[src/rtl/junction_controller_if.sv]
// Request and lamp signals between the junction controller and its environment.
// Pedestrian signals (ped_req, walk) exist only when PED_CROSSING_EN is defined.
interface junction_controller_if;
  logic req_ns;
  logic req_ew;
  logic ns_red;
  logic ns_amber;
  logic ns_green;
  logic ew_red;
  logic ew_amber;
  logic ew_green;
`ifdef PED_CROSSING_EN
  logic ped_req;
  logic walk;
`endif

  modport master (
    output req_ns, output req_ew,
    input  ns_red, input ns_amber, input ns_green,
    input  ew_red, input ew_amber, input ew_green
`ifdef PED_CROSSING_EN
    , output ped_req, input walk
`endif
  );

  modport slave (
    input  req_ns, input req_ew,
    output ns_red, output ns_amber, output ns_green,
    output ew_red, output ew_amber, output ew_green
`ifdef PED_CROSSING_EN
    , input ped_req, output walk
`endif
  );
endinterface

[src/rtl/junction_controller.sv]
// Two-approach traffic junction sequencer with registered lamp drives.
// Optional pedestrian phase enabled by defining PED_CROSSING_EN.
//
// state      | meaning
// ST_ALL_RED | both approaches red, clearance interval
// ST_NS_RA   | north-south red+amber
// ST_NS_G    | north-south green
// ST_NS_A    | north-south amber
// ST_EW_RA   | east-west red+amber
// ST_EW_G    | east-west green
// ST_EW_A    | east-west amber
// ST_PED_WALK| both red, walk lamp lit (PED_CROSSING_EN only)
module junction_controller #(
  parameter int unsigned GREEN_MIN   = 10,
  parameter int unsigned AMBER_T     = 3,
  parameter int unsigned RED_AMBER_T = 2,
  parameter int unsigned ALL_RED_T   = 2
`ifdef PED_CROSSING_EN
  , parameter int unsigned PED_T     = 8
`endif
) (
  input logic                  clk,
  input logic                  rst_n,
  junction_controller_if.slave bus
);

  typedef enum logic [2:0] {
    ST_ALL_RED,
    ST_NS_RA,
    ST_NS_G,
    ST_NS_A,
    ST_EW_RA,
    ST_EW_G,
    ST_EW_A
`ifdef PED_CROSSING_EN
    , ST_PED_WALK
`endif
  } state_t;

  localparam logic [7:0] GREEN_LAST   = 8'(GREEN_MIN - 1);
  localparam logic [7:0] AMBER_LAST   = 8'(AMBER_T - 1);
  localparam logic [7:0] RA_LAST      = 8'(RED_AMBER_T - 1);
  localparam logic [7:0] ALL_RED_LAST = 8'(ALL_RED_T - 1);
`ifdef PED_CROSSING_EN
  localparam logic [7:0] PED_LAST     = 8'(PED_T - 1);
`endif

  state_t     state, next_state;
  logic [7:0] cnt;
  logic       last_ns;
  logic       pend_ns, pend_ew;
  logic       set_ns, set_ew, clr_ns, clr_ew;
  logic       ped_dem;
  logic [5:0] lamps_q, lamps_nxt;

`ifdef PED_CROSSING_EN
  logic pend_ped, set_ped, clr_ped, walk_q;
  assign ped_dem = pend_ped;
  assign set_ped = bus.ped_req && (state != ST_PED_WALK);
  assign clr_ped = (next_state == ST_PED_WALK) && (state != ST_PED_WALK);
  assign bus.walk = walk_q;
`else
  assign ped_dem = 1'b0;
`endif

  // Demand is ignored while that approach is already being served.
  assign set_ns = bus.req_ns && (state != ST_NS_RA) && (state != ST_NS_G);
  assign set_ew = bus.req_ew && (state != ST_EW_RA) && (state != ST_EW_G);
  assign clr_ns = (next_state == ST_NS_RA) && (state != ST_NS_RA);
  assign clr_ew = (next_state == ST_EW_RA) && (state != ST_EW_RA);

  always_comb begin
    next_state = state;
    case (state)
      ST_ALL_RED: if (cnt == ALL_RED_LAST) begin
        next_state = last_ns ? ST_EW_RA : ST_NS_RA;
`ifdef PED_CROSSING_EN
        if (pend_ped) next_state = ST_PED_WALK;
`endif
      end
      ST_NS_RA: if (cnt == RA_LAST) next_state = ST_NS_G;
      ST_NS_G:  if (cnt >= GREEN_LAST && (pend_ew || ped_dem)) next_state = ST_NS_A;
      ST_NS_A:  if (cnt == AMBER_LAST) next_state = ST_ALL_RED;
      ST_EW_RA: if (cnt == RA_LAST) next_state = ST_EW_G;
      ST_EW_G:  if (cnt >= GREEN_LAST && (pend_ns || ped_dem)) next_state = ST_EW_A;
      ST_EW_A:  if (cnt == AMBER_LAST) next_state = ST_ALL_RED;
`ifdef PED_CROSSING_EN
      ST_PED_WALK: if (cnt == PED_LAST) begin
        if (last_ns) next_state = pend_ew ? ST_EW_RA : ST_NS_RA;
        else         next_state = pend_ns ? ST_NS_RA : ST_EW_RA;
      end
`endif
      default: next_state = ST_ALL_RED;
    endcase
  end

  // Lamp pattern {ns_r, ns_a, ns_g, ew_r, ew_a, ew_g} for the state being entered.
  always_comb begin
    lamps_nxt = 6'b100_100;
    case (next_state)
      ST_NS_RA: lamps_nxt = 6'b110_100;
      ST_NS_G:  lamps_nxt = 6'b001_100;
      ST_NS_A:  lamps_nxt = 6'b010_100;
      ST_EW_RA: lamps_nxt = 6'b100_110;
      ST_EW_G:  lamps_nxt = 6'b100_001;
      ST_EW_A:  lamps_nxt = 6'b100_010;
      default:  lamps_nxt = 6'b100_100;
    endcase
  end

  always_ff @(posedge clk) begin
    if (!rst_n) begin
      state   <= ST_ALL_RED;
      cnt     <= '0;
      last_ns <= 1'b0;
      pend_ns <= 1'b0;
      pend_ew <= 1'b0;
      lamps_q <= 6'b100_100;
`ifdef PED_CROSSING_EN
      pend_ped <= 1'b0;
      walk_q   <= 1'b0;
`endif
    end else begin
      state <= next_state;
      if (next_state != state) cnt <= '0;
      else if (cnt != 8'hFF)   cnt <= cnt + 8'd1;
      if (next_state == ST_NS_G && state != ST_NS_G) last_ns <= 1'b1;
      if (next_state == ST_EW_G && state != ST_EW_G) last_ns <= 1'b0;
      pend_ns <= set_ns || (pend_ns && !clr_ns);
      pend_ew <= set_ew || (pend_ew && !clr_ew);
      lamps_q <= lamps_nxt;
`ifdef PED_CROSSING_EN
      pend_ped <= set_ped || (pend_ped && !clr_ped);
      walk_q   <= (next_state == ST_PED_WALK);
`endif
    end
  end

  assign bus.ns_red   = lamps_q[5];
  assign bus.ns_amber = lamps_q[4];
  assign bus.ns_green = lamps_q[3];
  assign bus.ew_red   = lamps_q[2];
  assign bus.ew_amber = lamps_q[1];
  assign bus.ew_green = lamps_q[0];

endmodule

[src/flat_wrapper.sv]
// flat-port wrapper written by rule: the top's interface ports become plain ports
module junction_controller_flat 
#(
  parameter int unsigned GREEN_MIN   = 10,
  parameter int unsigned AMBER_T     = 3,
  parameter int unsigned RED_AMBER_T = 2,
  parameter int unsigned ALL_RED_T   = 2

)
  (clk, rst_n, bus_req_ns, bus_req_ew, bus_ns_red, bus_ns_amber, bus_ns_green, bus_ew_red, bus_ew_amber, bus_ew_green);
  junction_controller_if bus_i ();
  input logic clk;
  input logic rst_n;
  input wire logic [$bits(bus_i.req_ns)-1:0] bus_req_ns;
  input wire logic [$bits(bus_i.req_ew)-1:0] bus_req_ew;
  output wire logic [$bits(bus_i.ns_red)-1:0] bus_ns_red;
  output wire logic [$bits(bus_i.ns_amber)-1:0] bus_ns_amber;
  output wire logic [$bits(bus_i.ns_green)-1:0] bus_ns_green;
  output wire logic [$bits(bus_i.ew_red)-1:0] bus_ew_red;
  output wire logic [$bits(bus_i.ew_amber)-1:0] bus_ew_amber;
  output wire logic [$bits(bus_i.ew_green)-1:0] bus_ew_green;
  assign bus_i.req_ns = bus_req_ns;
  assign bus_i.req_ew = bus_req_ew;
  assign bus_ns_red = bus_i.ns_red;
  assign bus_ns_amber = bus_i.ns_amber;
  assign bus_ns_green = bus_i.ns_green;
  assign bus_ew_red = bus_i.ew_red;
  assign bus_ew_amber = bus_i.ew_amber;
  assign bus_ew_green = bus_i.ew_green;
  junction_controller #(.GREEN_MIN(GREEN_MIN), .AMBER_T(AMBER_T), .RED_AMBER_T(RED_AMBER_T), .ALL_RED_T(ALL_RED_T)) u_core (.clk(clk), .rst_n(rst_n), .bus(bus_i));
endmodule
[config.mk]
export PLATFORM = sky130hd
export DESIGN_NAME = junction_controller_flat
export DESIGN_NICKNAME = d
export VERILOG_FILES = /design/src/rtl/junction_controller_if.sv /design/src/rtl/junction_controller.sv /design/src/flat_wrapper.sv
export SDC_FILE = /design/constraint.sdc
export NUM_CORES = 1
export LEC_CHECK = 0
export ABC_AREA = 1
export BUFFER_PORTS_ARGS = -buffer_cell sky130_fd_sc_hd__buf_2
export CAP_MARGIN = 0
export CORE_MARGIN = 2
export CORE_UTILIZATION = 35
export CTS_BUF_LIST = sky130_fd_sc_hd__clkbuf_4
export CTS_CLUSTER_DIAMETER = 60
export DETAILED_ROUTE_END_ITERATION = 10
export HOLD_SLACK_MARGIN = 0.12
export SYNTH_ARGS = -nofsm -noshare
export SYNTH_HDL_FRONTEND = slang
export SYNTH_SLANG_ARGS = --single-unit
[constraint.sdc]
create_clock -name clk -period 1.54 [get_ports clk]
set_input_delay 0.462 -clock clk [delete_from_list [all_inputs] [get_ports clk]]
set_output_delay 0.462 -clock clk [all_outputs]
set_load 0.02 [all_outputs]
== Word level (Yosys, flattened, before mapping) ==
Cells that the tools add are included.
Word-level totals
  word-level logic and storage cells: 58
  bits of input ports: 4
  register bits: 20
  output and inout port bits: 6
Operators by class
  add/sub/neg operators: 1
  muxes and demuxes: 9
  magnitude comparators: 1
  reduce and logical (&&, ||, !) cells: 20
  eq/ne operators: 20
  bitwise operators: 1
Operator list (count)
  case mux 6 bit (6 select lines): 1
  2-to-1 mux 3 bit: 7
  equality test 3 bit, second input constant: 6
  case mux 3 bit (6 select lines): 1
  equality test 3 x 2 -> 1 bit, second input constant: 4
  logical AND 1 bit: 12
  adder 8 x 1 -> 8 bit, second input constant: 1
  equality test 8 x 1 -> 1 bit, second input constant: 1
  equality test 8 x 2 -> 1 bit, second input constant: 1
  >= comparator 8 x 4 -> 1 bit, second input constant: 1
  != test 8 bit, second input constant: 1
  equality test 3 x 1 -> 1 bit, second input constant: 2
  != test 3 bit, second input constant: 2
  OR reduction 2 bit: 3
  logical NOT 3 bit: 1
  != test 3 x 1 -> 1 bit, second input constant: 1
  != test 3 x 2 -> 1 bit, second input constant: 1
  != test 3 bit: 1
  logical NOT 1 bit: 2
  logical OR 1 bit: 2
  NOT 1 bit: 1

== Logic depth before layout (Yosys ltp) ==
Gate-level depths: netlist of the first run.
  depth in word-level cells: 9
  depth in mapped cells: 13
  mapped depth without buffers: 13

== Worst setup path after synthesis of the first run ==
No wires, ideal clock.
  path type: reg-to-reg
  start: register u_core.cnt[1]
  end: register u_core.cnt[2]
  path buffers: 0
  data required time: 1.423 ns
  arrival time: 1.391 ns
  stages on the path, launching flop included: 13
  path slack: 0.032 ns
  cell sequence: dfxtp_1 inv_1 ha_1 inv_1 nand3_1 nand2_1 nand2_1 nand3_1 nand3_2 nor2_1 nor2_2 nand3_4 nor2_1
Between the ends
  cells in the longest elaborated chain, start to end: 6
  elaborated cells on any way between the ends: 16
  those cells by class: add/sub: 1; order compare: 1; eq/ne: 4; mux: 7; reduce/logical: 3
Ends and longest elaborated chain
  from (decl): line junction_controller.sv:49  | logic [7:0] cnt;
  from (signal assigned): line junction_controller.sv:126  | else if (cnt != 8'hFF) cnt <= cnt + 8'd1;
  >= comparator 8 x 4 -> 1 bit: line junction_controller.sv:82, junction_controller.sv:85
  logical AND 1 bit, on equally long branches: line junction_controller.sv:85, junction_controller.sv:82
  2-to-1 mux 3 bit, on equally long branches: line junction_controller.sv:85, junction_controller.sv:82
  case mux 3 bit (6 select lines): line junction_controller.sv:74  | case (state)
  != test 3 bit: line junction_controller.sv:125  | if (next_state != state) cnt <= '0;
  OR reduction 2 bit (no source line)
Parallel ways exist; a longest one is shown, timed or not.
A chain may end at the register's enable or synchronous reset.

== Final worst setup path of the first run ==
  start: register u_core.cnt[1]
  end: register u_core.cnt[6]
Same word-level chain as after synthesis.

==> results of run 1 <==
==> report_power, final <==
group	switching, W	internal [W]
combinational	0.000660	0.000456
clock	0.000163	0.0000944
sequential	0.0000715	0.000606
total	0.000895	0.00116
==> cell type report <==
type / instances / area share, %
Clock inverter: 1 / 0.250
Timing Repair Buffer: 23 / 9.99
Multi-Input combinational cell: 113 / 50.8
Sequential cell: 20 / 27.6
Tap cell: 44 / 3.66
Clock buffer: 3 / 1.50
Inverter: 24 / 6.16
==> layout by cell type, fill, tap and decap left out, types with 6 or more instances in the layout <==
cell type / instances
buf_2: 9
buf_4: 14
dfxtp_1: 12
dfxtp_2: 6
inv_1: 18
nand2_1: 24
nand2_2: 10
nand3_1: 6
nor2_1: 13
nor2_2: 16
==> cell usage after synthesis <==
master    count
nand3_1       9
o211ai_1      1
o21ai_2       1
xor2_1        5
nor2_4        3
nor3_1        4
nand3_2       2
nand3b_1      2
nand4_1       1
inv_1        23
dfxtp_1      20
a21oi_1       4
nor3_2        1
o221a_2       1
nor4_1        1
o21ai_1       1
o21ai_0       5
nor2_1       26
xnor2_1       1
nand3_4       1
ha_1          4
nor2_2        5
nand2_2       3
nand2_1      32
buf_6         1
inv_2         1
==> flip-flops by register name, indices dropped and copies added (netlist names) <==
register and flops:
u_core.cnt 8, u_core.last_ns 1, u_core.pend_ew 1, u_core.state 3, u_core.pend_ns 1, u_core.lamps_q 6
==> per-stage QoR <==
step                instances  util [%]
floorplan                 158         -
global placement          222      42.7
detailed placement        222      42.7
CTS                       227      45.9
global route              228      49.2
finish                    228      49.2
==> critical path, cell delays in order, from the launching register on <==
cell	delay, ns
dfxtp_2	0.35
inv_2	0.06
ha_4	0.16
nand2_2	0.08
nor2_4	0.05
buf_4	0.14
nand3b_1	0.13
nand2_2	0.10
o21ai_2	0.19
nand3_4	0.17
nor2_2	0.14
==> kinds of logic (layout without fill, tap and decap cells) <==
kind of cell / count (synthesis) / in the layout / synth area share [%]
AND/OR/NAND/NOR: 90 / 90 / 39.3
flip-flops: 20 / 20 / 35.6
AO/OA/AOI/OAI: 13 / 13 / 6.90
adder cells (fa/ha/maj): 4 / 4 / 4.45
XOR/XNOR: 6 / 6 / 4.68
buffers and inverters: 25 / 51 / 9.02
==> timing repair <==
item                       4_1_cts  5_1_grt
setup endpoints to repair       11       14
cloned                           0        0
pin swaps                       11       16
setup buffers                    1        1
gates resized for setup         24       31
==> layer usage <==
layer  vias up  share of wire (%)  track usage (%)
li1        544                  -                -
met1       503                 47             21.1
met2        23                 46             23.3
met3         8                4.7             3.41
met4         0                2.1             6.83
met5         -                  0                0
==> how the worst min path moves through the flow <==
stage | endpoint | cells past startpoint
2_1_floorplan | u_core.pend_ew | 2
3_3_place_gp | u_core.pend_ew | 2
3_5_place_dp | u_core.pend_ew | 2
4_1_cts | u_core.pend_ew | 3
5_1_grt | u_core.pend_ew | 3
6_report | u_core.pend_ew | 3
==> results.sh, run 1 <==
export IMPL_r2r_start="u_core.cnt[1]"
export IMPL_grt_pass1_wl_mm=4.20
export IMPL_synth_top_area_share_pct=35.6
export IMPL_initial_core_util_pct=36.8
export IMPL_diodes=0
export IMPL_avgRoutedWirePerCell_um=11.7
export IMPL_dpl_hpwl_mm=1.93
export IMPL_clk_pin_slew_ns=0.12
export IMPL_hold_buffers=0
export IMPL_place_ws_ns=-0.0842
export IMPL_synth_warnings=0
export IMPL_cts_htree_levels=1
export IMPL_clock_skew_ns=0.00333
export IMPL_tightest_slew_ns=0.356
export IMPL_finalSetupViolations=9
export IMPL_rsz0062_at_grt="true"
export IMPL_syn_nets=166
export IMPL_final_antenna_net_count=0
export IMPL_hold_slack_ns=0.401
export IMPL_gr_usage_all_layers_pct=15.5
export IMPL_violations="negative setup slack"
export IMPL_drv_cap=0
export IMPL_arrival_ns=1.86
export IMPL_hold_violations=0
export IMPL_ir_drop_mv=0.614
export IMPL_timing_fmax_ghz=0.616
export IMPL_nFillCells=314
export IMPL_drive_gt1_share_pct=47.8
export IMPL_multi_input_area_um2=763
export IMPL_postSynthAreaPerCell_um2=7.11
export IMPL_synth_area_top_cells="dfxtp_1, nand2_1, nor2_1, inv_1, ha_1"
export IMPL_drc=0
export IMPL_critPathCaptureType="flip-flop"
export IMPL_fin_nets=193
export IMPL_ys_seq_elements=20
export IMPL_grt_max_degree=12
export IMPL_ff2ff_path_depth=10
export IMPL_cp_max_fo=8
export IMPL_antenna_found_initial=0
export IMPL_seq_area_frac_synth_pct=35.6
export IMPL_critPathCapture="u_core.cnt[6]"
export IMPL_fin_crit_sh_pct=105
export IMPL_firstDrtPassIters=4
export IMPL_routed_wl_mm=2.67
export IMPL_status="finished with violations"
export IMPL_syn_cell_area_mm2=0.00112
export IMPL_cts_sinks=20
export IMPL_finalInstanceArea_mm2=0.00150
export IMPL_viasPerCell=4.73
export IMPL_startpoint_type="flip-flop"
export IMPL_dpl_cell_area_mm2=0.00130
export IMPL_max_slew_margin_pct=76.1
export IMPL_r2r_end="u_core.cnt[6]"
export IMPL_io_pins=10
export IMPL_fin_ws_ns=-0.0844
export IMPL_grt_pass1_vias=977
export IMPL_gp_congestion=0.937
export IMPL_die_h_um=60.7
export IMPL_first_iter_violations=55
export IMPL_seqCellArea_um2=415
export IMPL_via_count=1078
export IMPL_post_synth_top_area_cell="dfxtp_1"
export IMPL_min_period_ns=1.62
export IMPL_die_w_um=60.7
export IMPL_die_area_mm2=0.00368
export IMPL_fp_row_count=20
export IMPL_finalMaxSlewViolations=0
export IMPL_root_buffer="clkbuf_4"
export IMPL_cts_tree="built"
export IMPL_min_from="bus_req_ew"
export IMPL_hp_class="input port to flip-flop"
export IMPL_cts_path_max_buffers=2
export IMPL_io_buffers=9
export IMPL_setup_tns_ns=-0.555
export IMPL_critPathRequiredTime_ns=1.78
export IMPL_crit_start="u_core.cnt[1]"
export IMPL_cts_buffers_inserted=3
export IMPL_total_power_w=0.00205
export IMPL_gr_total_overflow=0
export IMPL_powerDensity_mw_per_mm2=1370
export IMPL_yosysUniqueCellTypes=26
export IMPL_core_mm2=0.00305
export IMPL_power_leakage_nw=0.646
export IMPL_path_class="flip-flop to flip-flop"
export IMPL_synthCells=158
export IMPL_clk_latency_ns=0.30
export IMPL_r2r_setup_slack_ns=-0.08
export IMPL_area_delta_synth_final_pct=33.7
No activity file was read; power rests on OpenSTA's default activity.
==> run 2: changes to the inputs <==
--- a/config.mk
+++ b/config.mk
@@ -7,7 +7,6 @@
 export LEC_CHECK = 0
 export ABC_AREA = 1
 export BUFFER_PORTS_ARGS = -buffer_cell sky130_fd_sc_hd__buf_2
-export CAP_MARGIN = 0
 export CORE_MARGIN = 2
 export CORE_UTILIZATION = 35
 export CTS_BUF_LIST = sky130_fd_sc_hd__clkbuf_4
==> constraint.sdc (replaced) <==
create_clock -name clk -period 1.54 [get_ports clk]
set_input_delay 0.462 -clock clk [delete_from_list [all_inputs] [get_ports clk]]
set_output_delay 0.462 -clock clk [all_outputs]
set_load 0.1 [all_outputs]
==> results.sh, run 2 (synthesis gave the netlist of run 1 again) <==
export IMPL_status="finished with violations"
export IMPL_violations="negative setup slack"
export IMPL_fin_ws_ns=-0.0846
export IMPL_dpl_cell_area_mm2=0.00130
export IMPL_arrival_ns=1.87
export IMPL_total_power_w=0.00220
export IMPL_fin_util_pct=49.5
export IMPL_startpoint_type="flip-flop"
export IMPL_max_slew_margin_pct=67.6
export IMPL_cts_sinks=20
export IMPL_cp_max_fo=8
export IMPL_setup_tns_ns=-0.559
export IMPL_critPathRequiredTime_ns=1.78
export IMPL_diodes=0
export IMPL_grt_util_met1_pct=21.1
export IMPL_die_h_um=60.7
export IMPL_die_w_um=60.7
export IMPL_area_delta_synth_final_pct=34.4
export IMPL_io_buffers=9
export IMPL_grt_max_degree=12
export IMPL_fin_crit_sh_pct=105
export IMPL_cts_buffers_inserted=3
export IMPL_tightest_slew_ns=0.489
export IMPL_critPathCaptureType="flip-flop"
export IMPL_hold_path_depth=3
export IMPL_routed_wl_mm=2.68
export IMPL_finalMaxSlewViolations=0
export IMPL_hp_class="input port to flip-flop"
export IMPL_cts_tree="built"
export IMPL_mostFrequentLayoutCell="nand2_1"
export IMPL_clock_skew_ns=0.00342
export IMPL_timing_fmax_ghz=0.616
export IMPL_finalInstanceArea_mm2=0.00151
export IMPL_path_class="flip-flop to flip-flop"
export IMPL_finalSetupViolations=9
export IMPL_largest_reg_flops=8
export IMPL_place_ws_ns=-0.0842
export IMPL_rsz0062_at_grt="true"
export IMPL_r2r_start="u_core.cnt[1]"
export IMPL_grt_pass1_wl_mm=4.20
export IMPL_cts_path_max_buffers=2
export IMPL_gr_total_overflow=0
export IMPL_min_from="bus_req_ew"
export IMPL_io_pins=10
export IMPL_ff2ff_path_depth=10
export IMPL_dpl_hpwl_mm=1.93
export IMPL_fin_nets=193
export IMPL_firstDrtPassIters=4
export IMPL_core_mm2=0.00305
export IMPL_min_period_ns=1.62
export IMPL_fp_row_count=20
export IMPL_largestRegisters="u_core.cnt (8), u_core.lamps_q (6), u_core.state (3)"
export IMPL_top_register="u_core.cnt"
export IMPL_powerDensity_mw_per_mm2=1450
export IMPL_clk_latency_ns=0.30
export IMPL_initial_core_util_pct=36.8
export IMPL_gr_usage_all_layers_pct=15.5
export IMPL_viasPerCell=4.75
export IMPL_use_met2_pct=23.3
export IMPL_gp_congestion=0.937
export IMPL_avgRoutedWirePerCell_um=11.8
export IMPL_grt_pass1_vias=977
export IMPL_antenna_found_initial=0
export IMPL_ir_drop_mv=0.618
export IMPL_crit_start="u_core.cnt[1]"
export IMPL_hold_buffers=0
export IMPL_die_area_mm2=0.00368
export IMPL_final_antenna_net_count=0
export IMPL_grt_busiest_layer="met2"
export IMPL_cts_htree_levels=1
export IMPL_clk_pin_slew_ns=0.12
export IMPL_drive_gt1_share_pct=47.8
export IMPL_via_count=1082
export IMPL_drc=0
export IMPL_nFillCells=315
export IMPL_power_leakage_nw=0.645
export IMPL_root_buffer="clkbuf_4"
export IMPL_first_iter_violations=55
export IMPL_mostFrequentLayoutCells="nand2_1, inv_1, nor2_2, buf_4, nor2_1"
export IMPL_drv_cap=0
export IMPL_hold_violations=0
export IMPL_gr_usage_met3_pct=3.41
==> run 2: cell types whose count changed in the layout (fill, tap and decap cells not counted) <==
cell,change
clkbuf_4,+3
buf_2,-3
==> run 2: worst paths after layout <==
path | to | slack, ns
worst max-delay path | u_core.cnt[6] | -0.08
worst min-delay path | u_core.pend_ew | 0.40
worst max register to register | u_core.cnt[6] | -0.08
worst min register to register | u_core.pend_ew | 0.51
==> run 2: timing repair <==
item / 4_1_cts / 5_1_grt
pin swaps: 11 / 16
gates resized for setup: 24 / 34
buffers inserted: 1 / 1
setup endpoints to repair: 11 / 17
==> run 2: power by group <==
part / total [W] / internal, W / switching [W]
combinational: 0.00126 / 0.000463 / 0.000797
clock: 0.000258 / 0.0000944 / 0.000164
sequential: 0.000678 / 0.000606 / 0.0000722
total: 0.00220 / 0.00116 / 0.00103
==> run 2: area by class of cell <==
type,instances,area [um2],area share [%]
inverters,24,92.6,6.13
multi-input cells,113,763,50.5
flip-flops and latches,20,415,27.5
clock buffers,3,22.5,1.49
repair buffers,23,158,10.4
clock inverters,1,3.75,0.249
well taps,44,55.1,3.65
==> run 2: critical path, cell delays in order, from the launching register on <==
cell and delay (ns):
dfxtp_2 0.35, inv_2 0.06, ha_4 0.16, nand2_2 0.08, nor2_4 0.05, buf_4 0.14
nand3b_1 0.13, nand2_2 0.10, o21ai_2 0.19, nand3_4 0.17, nor2_2 0.14
==> run 2: per-stage QoR <==
| stage | hold WS [ns] | cells |
|---|---|---|
| floorplan | 0.441 | 158 |
| CTS | 0.391 | 227 |
| global route | 0.388 | 228 |
| finish | 0.401 | 228 |
| detailed placement | 0.487 | 222 |
| global placement | 0.477 | 222 |
==> run 2: routing by layer <==
layer	routed length, um	vias to the layer above
met1	1240	505
met4	56	0
li1	-	544
met2	1250	25
met5	0	-
met3	134	8
==> run 3: changes to the inputs <==
--- a/config.mk
+++ b/config.mk
@@ -7,12 +7,14 @@
 export LEC_CHECK = 0
 export ABC_AREA = 1
 export BUFFER_PORTS_ARGS = -buffer_cell sky130_fd_sc_hd__buf_2
+export CORE_ASPECT_RATIO = 0.5
 export CORE_MARGIN = 2
 export CORE_UTILIZATION = 35
 export CTS_BUF_LIST = sky130_fd_sc_hd__clkbuf_4
 export CTS_CLUSTER_DIAMETER = 60
 export DETAILED_ROUTE_END_ITERATION = 10
 export HOLD_SLACK_MARGIN = 0.12
+export PLACE_DENSITY = 0.54
 export SYNTH_ARGS = -nofsm -noshare
 export SYNTH_HDL_FRONTEND = slang
 export SYNTH_SLANG_ARGS = --single-unit
==> results.sh, run 3 (synthesis gave the netlist of run 1 again) <==
export IMPL_status="finished with violations"
export IMPL_violations="negative setup slack"
export IMPL_max_slew_margin_pct=79.1
export IMPL_root_buffer="clkbuf_4"
export IMPL_grt_max_degree=13
export IMPL_finalSetupViolations=13
export IMPL_mostFrequentLayoutCells="buf_4, nand2_1, nor2_1, inv_1, dfxtp_1"
export IMPL_max_stage_delay_ns=0.39
export IMPL_finalMaxSlewViolations=0
export IMPL_cts_htree_levels=1
export IMPL_place_ws_ns=-0.135
export IMPL_grt_pass1_wl_mm=4.36
export IMPL_ff2ff_path_depth=11
export IMPL_core_mm2=0.00303
export IMPL_first_iter_violations=33
export IMPL_cts_path_max_buffers=2
export IMPL_fin_nets=208
export IMPL_grt_pass1_vias=997
export IMPL_drv_cap=0
export IMPL_min_from="bus_req_ns"
export IMPL_slowest_stage="dfxtp_4"
export IMPL_worstPathCellList="buf_6 > ha_4 > nand2_2 > nor2_4 > nor2_2 > inv_1 > nand3_4 > nor2_1 > nor2_2 > nand3_4 > nor2_1"
export IMPL_drc=0
export IMPL_path_class="flip-flop to flip-flop"
export IMPL_final_cells=239
export IMPL_startpoint_type="flip-flop"
export IMPL_hold_path_depth=3
export IMPL_ir_drop_mv=0.830
export IMPL_cts_buffers_inserted=3
export IMPL_routed_wl_mm=2.67
export IMPL_gp_congestion=0.845
export IMPL_hold_slack_ns=0.386
export IMPL_critPathRequiredTime_ns=1.81
export IMPL_dpl_hpwl_mm=1.90
export IMPL_fin_crit_sh_pct=104
export IMPL_timing_fmax_ghz=0.625
export IMPL_cp_max_fo=8
export IMPL_critPathCaptureType="flip-flop"
export IMPL_top_register="u_core.cnt"
export IMPL_powerDensity_mw_per_mm2=1580
export IMPL_min_period_ns=1.60
export IMPL_mostFrequentLayoutCell="buf_4"
export IMPL_r2r_setup_slack_ns=-0.06
export IMPL_die_h_um=44.1
export IMPL_tightest_slew_ns=0.312
export IMPL_total_power_w=0.00261
export IMPL_crit_family="simple AND/OR/NAND/NOR gates"
export IMPL_hp_class="input port to flip-flop"
export IMPL_io_pins=10
export IMPL_power_leakage_nw=0.731
export IMPL_whs_endpoint="u_core.pend_ns"
export IMPL_fin_ws_ns=-0.0608
export IMPL_final_antenna_net_count=0
export IMPL_clock_skew_ns=0.0152
export IMPL_hold_buffers=0
export IMPL_clk_pin_slew_ns=0.13
export IMPL_via_count=1065
export IMPL_initial_core_util_pct=37.1
export IMPL_dp_cells=227
export IMPL_rsz0062_at_grt="true"
export IMPL_cts_sinks=20
export IMPL_diodes=0
export IMPL_die_w_um=84.1
export IMPL_io_buffers=9
export IMPL_largestRegisters="u_core.cnt (8), u_core.lamps_q (6), u_core.state (3)"
export IMPL_firstDrtPassIters=4
export IMPL_fp_row_count=14
export IMPL_hold_violations=0
export IMPL_cts_tree="built"
export IMPL_nFillCells=292
export IMPL_clk_latency_ns=0.33
export IMPL_antenna_found_initial=0
export IMPL_drive_gt1_share_pct=47.2
export IMPL_largest_reg_flops=8
export IMPL_die_area_mm2=0.00371
export IMPL_area_delta_synth_final_pct=47.2
export IMPL_avgRoutedWirePerCell_um=11.2
export IMPL_gr_usage_all_layers_pct=15.5
export IMPL_path_buf_inv=2
export IMPL_r2r_end="u_core.cnt[1]"
export IMPL_gr_total_overflow=0
export IMPL_r2r_start="u_core.cnt[1]"
export IMPL_viasPerCell=4.46
export IMPL_arrival_ns=1.87
## run 3: cell types whose count changed in the layout (fill, tap and decap cells not counted), sizes merged
cell,previous run,this run
clkinv,1,0
bufinv,0,1
buf,20,32
clkbuf,6,9
## run 3: how the worst max path moves through the flow
stage / start / endpoint / slack [ns] / depth (start not counted)
6_report: u_core.cnt[1] / u_core.cnt[1] / -0.06 / 11
5_1_grt: u_core.state[0] / u_core.cnt[4] / -0.19 / 11
4_1_cts: u_core.cnt[1] / u_core.cnt[2] / -0.06 / 13
3_5_place_dp: u_core.cnt[1] / u_core.cnt[2] / -0.13 / 12
3_3_place_gp: u_core.cnt[0] / u_core.cnt[0] / -0.1 / 11
2_1_floorplan: u_core.cnt[1] / u_core.cnt[2] / 0.03 / 12
## run 3: tightest hold or removal path, stage by stage
cell,delay (ns)
buf_2,0.09
nand3b_1,0.06
a21oi_1,0.06
## run 3: metrics by stage
stage	cell area (um2)	utilization, %	TNS (ns)
2_1_floorplan	1120	-	0
3_3_place_gp	1370	45.0	-0.738
3_5_place_dp	1370	45.0	-1.07
4_1_cts	1570	51.7	-0.351
5_1_grt	1650	54.6	-2.02
6_report	1650	54.6	-0.447
## run 3: report_power, final
part	switching, W	internal [W]
clock	0.000186	0.000263
sequential	0.0000886	0.000613
combinational	0.000812	0.000646
## run 3: cell type report
cell class / instances / area (um2) / share of cell area, %
clock inverters: 1 / 30.0 / 1.82
inverters: 24 / 95.1 / 5.75
clock buffers: 3 / 22.5 / 1.36
flip-flops and latches: 20 / 413 / 25.0
well taps: 40 / 50.0 / 3.03
multi-input cells: 113 / 754 / 45.6
repair buffers: 38 / 289 / 17.5
## run 3: what timing repair did
action | in CTS | in global routing
cloned | 0 | 0
pin swaps | 14 | 12
endpoints found under the setup margin | 14 | 23
buffers inserted | 5 | 3
resized for setup | 29 | 26
## run 3: per-layer routing
| metal | vias to the layer above | GRT usage (%) | routed length (um) | share of wire, % |
|---|---|---|---|---|
| met5 | - | 0 | 0 | 0 |
| met2 | 15 | 28.4 | 1280 | 48 |
| met1 | 471 | 17.7 | 1270 | 47 |
| met3 | 5 | 4.48 | 93 | 3.5 |
| met4 | 0 | 5.81 | 27 | 1.0 |
| li1 | 574 | - | - | - |
